===== src/rtl/integrator_sat.sv =====
// Integral-term engine: saturating error accumulator, bit-serial K_i multiply,
// scaled/saturated output with a one-cycle valid pulse toward the PID summer.
module integrator_sat #(
  parameter int E_W   = 6,
  parameter int K_W   = 6,
  parameter int ACC_W = 10,
  parameter int OUT_W = 8,
  parameter int FRAC  = 2
) (
  input  logic                    clk,
  input  logic                    rst_n,
  input  logic                    ena,
  input  logic                    e_valid,
  output logic                    e_ready,
  input  logic signed [E_W-1:0]   e,
  input  logic        [K_W-1:0]   k_i,
  input  logic                    clr,
  output logic signed [OUT_W-1:0] i_contrib,
  output logic                    out_valid,
  output logic                    acc_sat,
  output logic                    out_sat
);

  localparam int P_W = ACC_W + K_W;
  localparam int C_W = (K_W > 1) ? $clog2(K_W) : 1;

  localparam logic signed [ACC_W:0] ACC_MAX = {2'b00, {(ACC_W-1){1'b1}}};
  localparam logic signed [ACC_W:0] ACC_MIN = {2'b11, {(ACC_W-1){1'b0}}};
  localparam logic signed [P_W-1:0] OUT_MAX = {{(P_W-OUT_W+1){1'b0}}, {(OUT_W-1){1'b1}}};
  localparam logic signed [P_W-1:0] OUT_MIN = {{(P_W-OUT_W+1){1'b1}}, {(OUT_W-1){1'b0}}};

  typedef enum logic [1:0] {IDLE, MUL, DONE} state_t;

  state_t                  state_q, state_d;
  logic signed [ACC_W-1:0] acc_q, acc_d;
  logic signed [P_W-1:0]   mcand_q, mcand_d;
  logic        [K_W-1:0]   mplier_q, mplier_d;
  logic signed [P_W-1:0]   prod_q, prod_d;
  logic        [C_W-1:0]   cnt_q, cnt_d;
  logic signed [OUT_W-1:0] ic_q, ic_d;
  logic                    ov_q, ov_d;
  logic                    asat_q, asat_d;
  logic                    osat_q, osat_d;

  logic signed [ACC_W:0]   acc_sum;
  logic signed [ACC_W-1:0] acc_new;
  logic signed [P_W-1:0]   prod_sh;

  function automatic logic signed [ACC_W-1:0] sat_acc(input logic signed [ACC_W:0] v);
    if (v > ACC_MAX) return ACC_MAX[ACC_W-1:0];
    if (v < ACC_MIN) return ACC_MIN[ACC_W-1:0];
    return v[ACC_W-1:0];
  endfunction

  function automatic logic clip_acc(input logic signed [ACC_W:0] v);
    return (v > ACC_MAX) || (v < ACC_MIN);
  endfunction

  function automatic logic signed [OUT_W-1:0] sat_out(input logic signed [P_W-1:0] v);
    if (v > OUT_MAX) return OUT_MAX[OUT_W-1:0];
    if (v < OUT_MIN) return OUT_MIN[OUT_W-1:0];
    return v[OUT_W-1:0];
  endfunction

  function automatic logic clip_out(input logic signed [P_W-1:0] v);
    return (v > OUT_MAX) || (v < OUT_MIN);
  endfunction

  // One guard bit so the sum can be range-checked before clipping
  assign acc_sum = {acc_q[ACC_W-1], acc_q} + {{(ACC_W+1-E_W){e[E_W-1]}}, e};
  assign acc_new = sat_acc(acc_sum);
  assign prod_sh = prod_q >>> FRAC;

  assign e_ready   = ena && (state_q == IDLE);
  assign i_contrib = ic_q;
  assign out_valid = ov_q;
  assign acc_sat   = asat_q;
  assign out_sat   = osat_q;

  always_comb begin
    state_d  = state_q;
    acc_d    = acc_q;
    mcand_d  = mcand_q;
    mplier_d = mplier_q;
    prod_d   = prod_q;
    cnt_d    = cnt_q;
    ic_d     = ic_q;
    ov_d     = 1'b0;
    asat_d   = asat_q;
    osat_d   = osat_q;

    case (state_q)
      IDLE: begin
        if (e_valid) begin
          acc_d    = acc_new;
          asat_d   = clip_acc(acc_sum);
          mcand_d  = clr ? '0 : {{K_W{acc_new[ACC_W-1]}}, acc_new};
          mplier_d = k_i;
          prod_d   = '0;
          cnt_d    = '0;
          state_d  = MUL;
        end
      end
      MUL: begin
        // Multiplicand shifts left and multiplier shifts right, so bit 0 is always the current bit
        if (mplier_q[0]) prod_d = prod_q + mcand_q;
        mcand_d  = mcand_q <<< 1;
        mplier_d = mplier_q >> 1;
        cnt_d    = cnt_q + C_W'(1);
        if (cnt_q == C_W'(K_W - 1)) state_d = DONE;
      end
      DONE: begin
        ic_d    = sat_out(prod_sh);
        osat_d  = clip_out(prod_sh);
        ov_d    = 1'b1;
        state_d = IDLE;
      end
      default: state_d = IDLE;
    endcase

    // The in-flight snapshot lives in mcand/mplier, so clearing acc never disturbs it
    if (clr) begin
      acc_d  = '0;
      asat_d = 1'b0;
    end
  end

  always_ff @(posedge clk or negedge rst_n) begin
    if (!rst_n) begin
      state_q  <= IDLE;
      acc_q    <= '0;
      mcand_q  <= '0;
      mplier_q <= '0;
      prod_q   <= '0;
      cnt_q    <= '0;
      ic_q     <= '0;
      ov_q     <= 1'b0;
      asat_q   <= 1'b0;
      osat_q   <= 1'b0;
    end else if (ena) begin
      state_q  <= state_d;
      acc_q    <= acc_d;
      mcand_q  <= mcand_d;
      mplier_q <= mplier_d;
      prod_q   <= prod_d;
      cnt_q    <= cnt_d;
      ic_q     <= ic_d;
      ov_q     <= ov_d;
      asat_q   <= asat_d;
      osat_q   <= osat_d;
    end
  end

endmodule


===== config.mk =====
export PLATFORM = sky130hd
export DESIGN_NAME = integrator_sat
export DESIGN_NICKNAME = d
export VERILOG_FILES = /design/src/rtl/integrator_sat.sv
export SDC_FILE = /design/constraint.sdc
export NUM_CORES = 1
export LEC_CHECK = 0
export ABC_CLOCK_PERIOD_IN_PS = 2560
export CAP_MARGIN = 20
export CORE_MARGIN = 2
export CORE_UTILIZATION = 59
export DETAILED_ROUTE_END_ITERATION = 12
export PLACE_DENSITY = 0.82
export SLEW_MARGIN = 5
export SYNTH_ARGS = -nofsm -noshare
export SYNTH_HDL_FRONTEND = slang
export SYNTH_SLANG_ARGS = --single-unit

===== constraint.sdc =====
create_clock -name clk -period 2.56 [get_ports clk]
set_input_delay 0.384 -clock clk [delete_from_list [all_inputs] [get_ports clk]]
set_output_delay 0.384 -clock clk [all_outputs]
set_load 0.02 [all_outputs]

==> flow_summary.ini <==
[route]
via_per_inst = 6.11
drc = 0
ant_nets = 0
avgRoutedWirePerCell_um = 16.6
drt_wl_total_um = 10300
drtIter0Drc = 217
first_pass_iters = 5
routed-via-count = 3793

[die]
placeableCoreArea_um2 = 6720
dieArea_um2 = 7590
start_util_pct = 60.6
rows = 30
die_w_um = 87.1
die_h_um = 87.1
io_pins = 29

[clocking]
cts-buffers-inserted = 9
cts_root_buf = clkbuf_8
cts_buffer_depth = 2
cts_hold_buf = 0
insertion_delay_ns = 0.36
htree_num_levels = 3
path_clk_slew_ns = 0.07
cts_num_sinks = 64
cts_tree = yes

[layout]
syn_to_final_growth_pct = 24.9
antenna_cells = 0
fillers = 491
stdcell_count = 621
drive_above_1_share_pct = 15.5
final_core_util_pct = 75.7
nets = 582

[timing]
worstMarginPinSlew_ns = 0.707
hold_viol = 0
fin_worst_skew_ns = 0.00709
relSlewSlack_pct = 52.4
max_freq_mhz = 397
fin_tns_setup_ns = 0
period_minus_slack_ns = 2.52
setup_ws_ns = 0.0407
finalMaxSlewViolations = 0
final-setup-viol-count = 0
fin_crit_sh_pct = 98.4

[setup_path]
crit_required_ns = 2.83
r2r_slack_ns = 0.11
worstPathCellList = clkdlybuf4s50_1 -> buf_4 -> ha_1 -> a21o_1 -> nand4_1 -> a21oi_1 -> buf_4 -> o211ai_1 -> nand4_1 -> buf_4 -> o22ai_1
r2r_end = prod_q[14]
path_class = in2reg
cpPeakStageDelay_ns = 0.43
cp.arrival_ns = 2.79
cp-end-kind = register
crit_path_max_fanout = 6
endpoint = acc_q[1]
reg2reg_depth = 8
reg2reg_from = mcand_q[0]
crit_path_start_kind = primary input
crit_start = e[1]
crit_top_cell = buf_4
crit_slowest_cell = clkdlybuf4s50_1

[placement]
place_ws_ns = -0.330
dp.cells = 604
gp_congestion = 0.902
portBuffers = 28
dp_hpwl_um = 7730

[pwr]
netSwitchingPower_mw = 2.83
power_density_nw_per_um2 = 1310
irDropWorstVdd_mv = 0.702
combPwrFrac_pct = 55.6
p_int_mw = 3.83
clkPwrFrac_pct = 17.7
power_mw = 6.66
swShare_pct = 42.5
power_leakage_nw = 2.29
seq_power_share_pct = 26.7

[grt]
grt_pass1_vias = 3607
grt_overflow_total = 0
grt_usage_pct = 28.7
antenna_found_initial = 0
grt_first_pass_wirelength_um = 17000
grt_max_degree = 30

[logic_synthesis]
ys_seq_area_share_pct = 39.3
async_flop_share_pct = 100
synth.distinct_cells = 62
synth_fa_ha_area_share_pct = 9.52
synthSimpleGateAreaFrac_pct = 18.6
synth_compound_area_share_pct = 26.1
syn-instance-count = 462
netlist_area_um2 = 4070
ys.flop_type = dfrtp_1
synth_edf_count = 0
synth_mux_area_share_pct = 0.799
ys_ff_latch = 64
ys_warn_count = 0
synth_top_family_by_area = compound AO/OA/AOI/OAI gates
synth-xor-area-share_pct = 3.01
synth_nets = 508
syn_avg_cell_area_um2 = 8.82

[run_status]
outcome = finished, final reports clean

[worst_hold_path]
hold_path_class = in2async

[flow_run]
cap_violations = 0
## synthesized netlist by cell type (8+ instances only)
master | number | share of area, %
nor2b_1 | 9 | 1.4
a31oi_1 | 9 | 1.4
nand2_1 | 62 | 5.7
xor2_1 | 9 | 1.9
dfrtp_1 | 64 | 39
o22ai_1 | 10 | 1.5
o21a_1 | 8 | 1.5
ha_1 | 27 | 8.3
or3_1 | 13 | 2.0
a21oi_1 | 31 | 3.8
nor2_1 | 29 | 2.7
inv_1 | 12 | 1.1
o21ai_0 | 56 | 6.9
clkbuf_1 | 12 | 1.1
## worst min-delay path by stage
stage | startpoint | endpoint | slack [ns] | cells after the start
after floorplan | rst_n | acc_q[0] | 0.09 | 0
after global placement | rst_n | i_contrib[2] | 0.45 | 1
after detailed placement | rst_n | i_contrib[2] | 0.46 | 1
after CTS | rst_n | prod_q[11] | 0.08 | 1
after global routing | rst_n | i_contrib[2] | 0.12 | 1
final | rst_n | i_contrib[2] | 0.07 | 1
## cell families after synthesis
logic type	count (synthesis)
buf+inv	27
mux	3
xor+xnor	14
fa+ha+maj	30
compound gates	168
flops	64
simple gates	156
## flip-flops by register name, indices dropped and copies added, names as in the netlist, 2 cells and up
name,count
state_q,2
acc_q,10
i_contrib,8
mcand_q,16
cnt_q,3
prod_q,16
mplier_q,6
## stage by stage
stage / area [um^2] / hold slack, ns
2_1_floorplan: 4070 / 0.0884
3_3_place_gp: 4750 / 0.448
3_5_place_dp: 4750 / 0.460
5_1_grt: 5090 / 0.120
6_report: 5090 / 0.0715
4_1_cts: 5010 / 0.0825
## area by class of cell
cell class / instances / area [um^2] / area share (%)
clock buffers: 9 / 124 / 2.43
clock inverters: 7 / 143 / 2.80
inverters: 13 / 48.8 / 0.959
multi-input cells: 371 / 2420 / 47.7
flip-flops and latches: 64 / 1600 / 31.5
well taps: 80 / 100 / 1.97
repair buffers: 77 / 646 / 12.7
## cells in the final DEF, fill, tap and decap left out, types with 3 or more instances in the layout
cell type and instances:
xnor2_1 5, nand4_1 4, a211oi_1 4, nand3_1 7, nand2_1 62, dfrtp_1 64
a21boi_0 4, o21ai_1 8, clkdlybuf4s50_1 26, o21ai_0 55, a21o_1 7, o21a_1 8
and2_1 5, o31ai_1 6, nor2b_1 9, xor2_1 9, a31oi_1 8, a22oi_1 3
inv_1 12, a21oi_1 30, o22ai_1 10, or3_1 13, clkbuf_8 9, bufinv_16 4
nor3_1 7, ha_1 26, buf_4 49, nor2_1 29
## what timing repair did
item,in CTS,in global routing
resized for setup,0,12
endpoints found under the setup margin,0,24
endpoints found under the hold margin,0,0
buffers inserted,0,1
## power groups by stage
| stage | combinational (mW) | sequential, mW | clock [mW] |
|---|---|---|---|
| final | 3.70 | 1.78 | 1.18 |
| after global placement | 3.42 | 1.76 | 0 |
| after floorplan | 2.51 | 1.73 | 0 |
| after global routing | 4.11 | 1.83 | 1.23 |
| after detailed placement | 3.56 | 1.78 | 0 |
| after CTS | 3.60 | 1.77 | 1.18 |
## critical path, delay by kind of cell
kind                     cells  cell delay (ns)
AO/OA/AOI/OAI                4             0.84
buffers and inverters        4             0.94
AND/OR/NAND/NOR              2             0.34
adder cells (fa/ha/maj)      1             0.29
## layer usage
layer / wire length [um] / track usage [%] / up-vias / share of wire (%)
met5: 0 / 0 / - / 0
met4: 148 / 6.99 / 0 / 1.4
met3: 549 / 5.12 / 22 / 5.3
met2: 5120 / 50.0 / 123 / 50
met1: 4480 / 37.1 / 1793 / 43
li1: - / - / 1855 / -
Power figures use the tool's default switching activity.
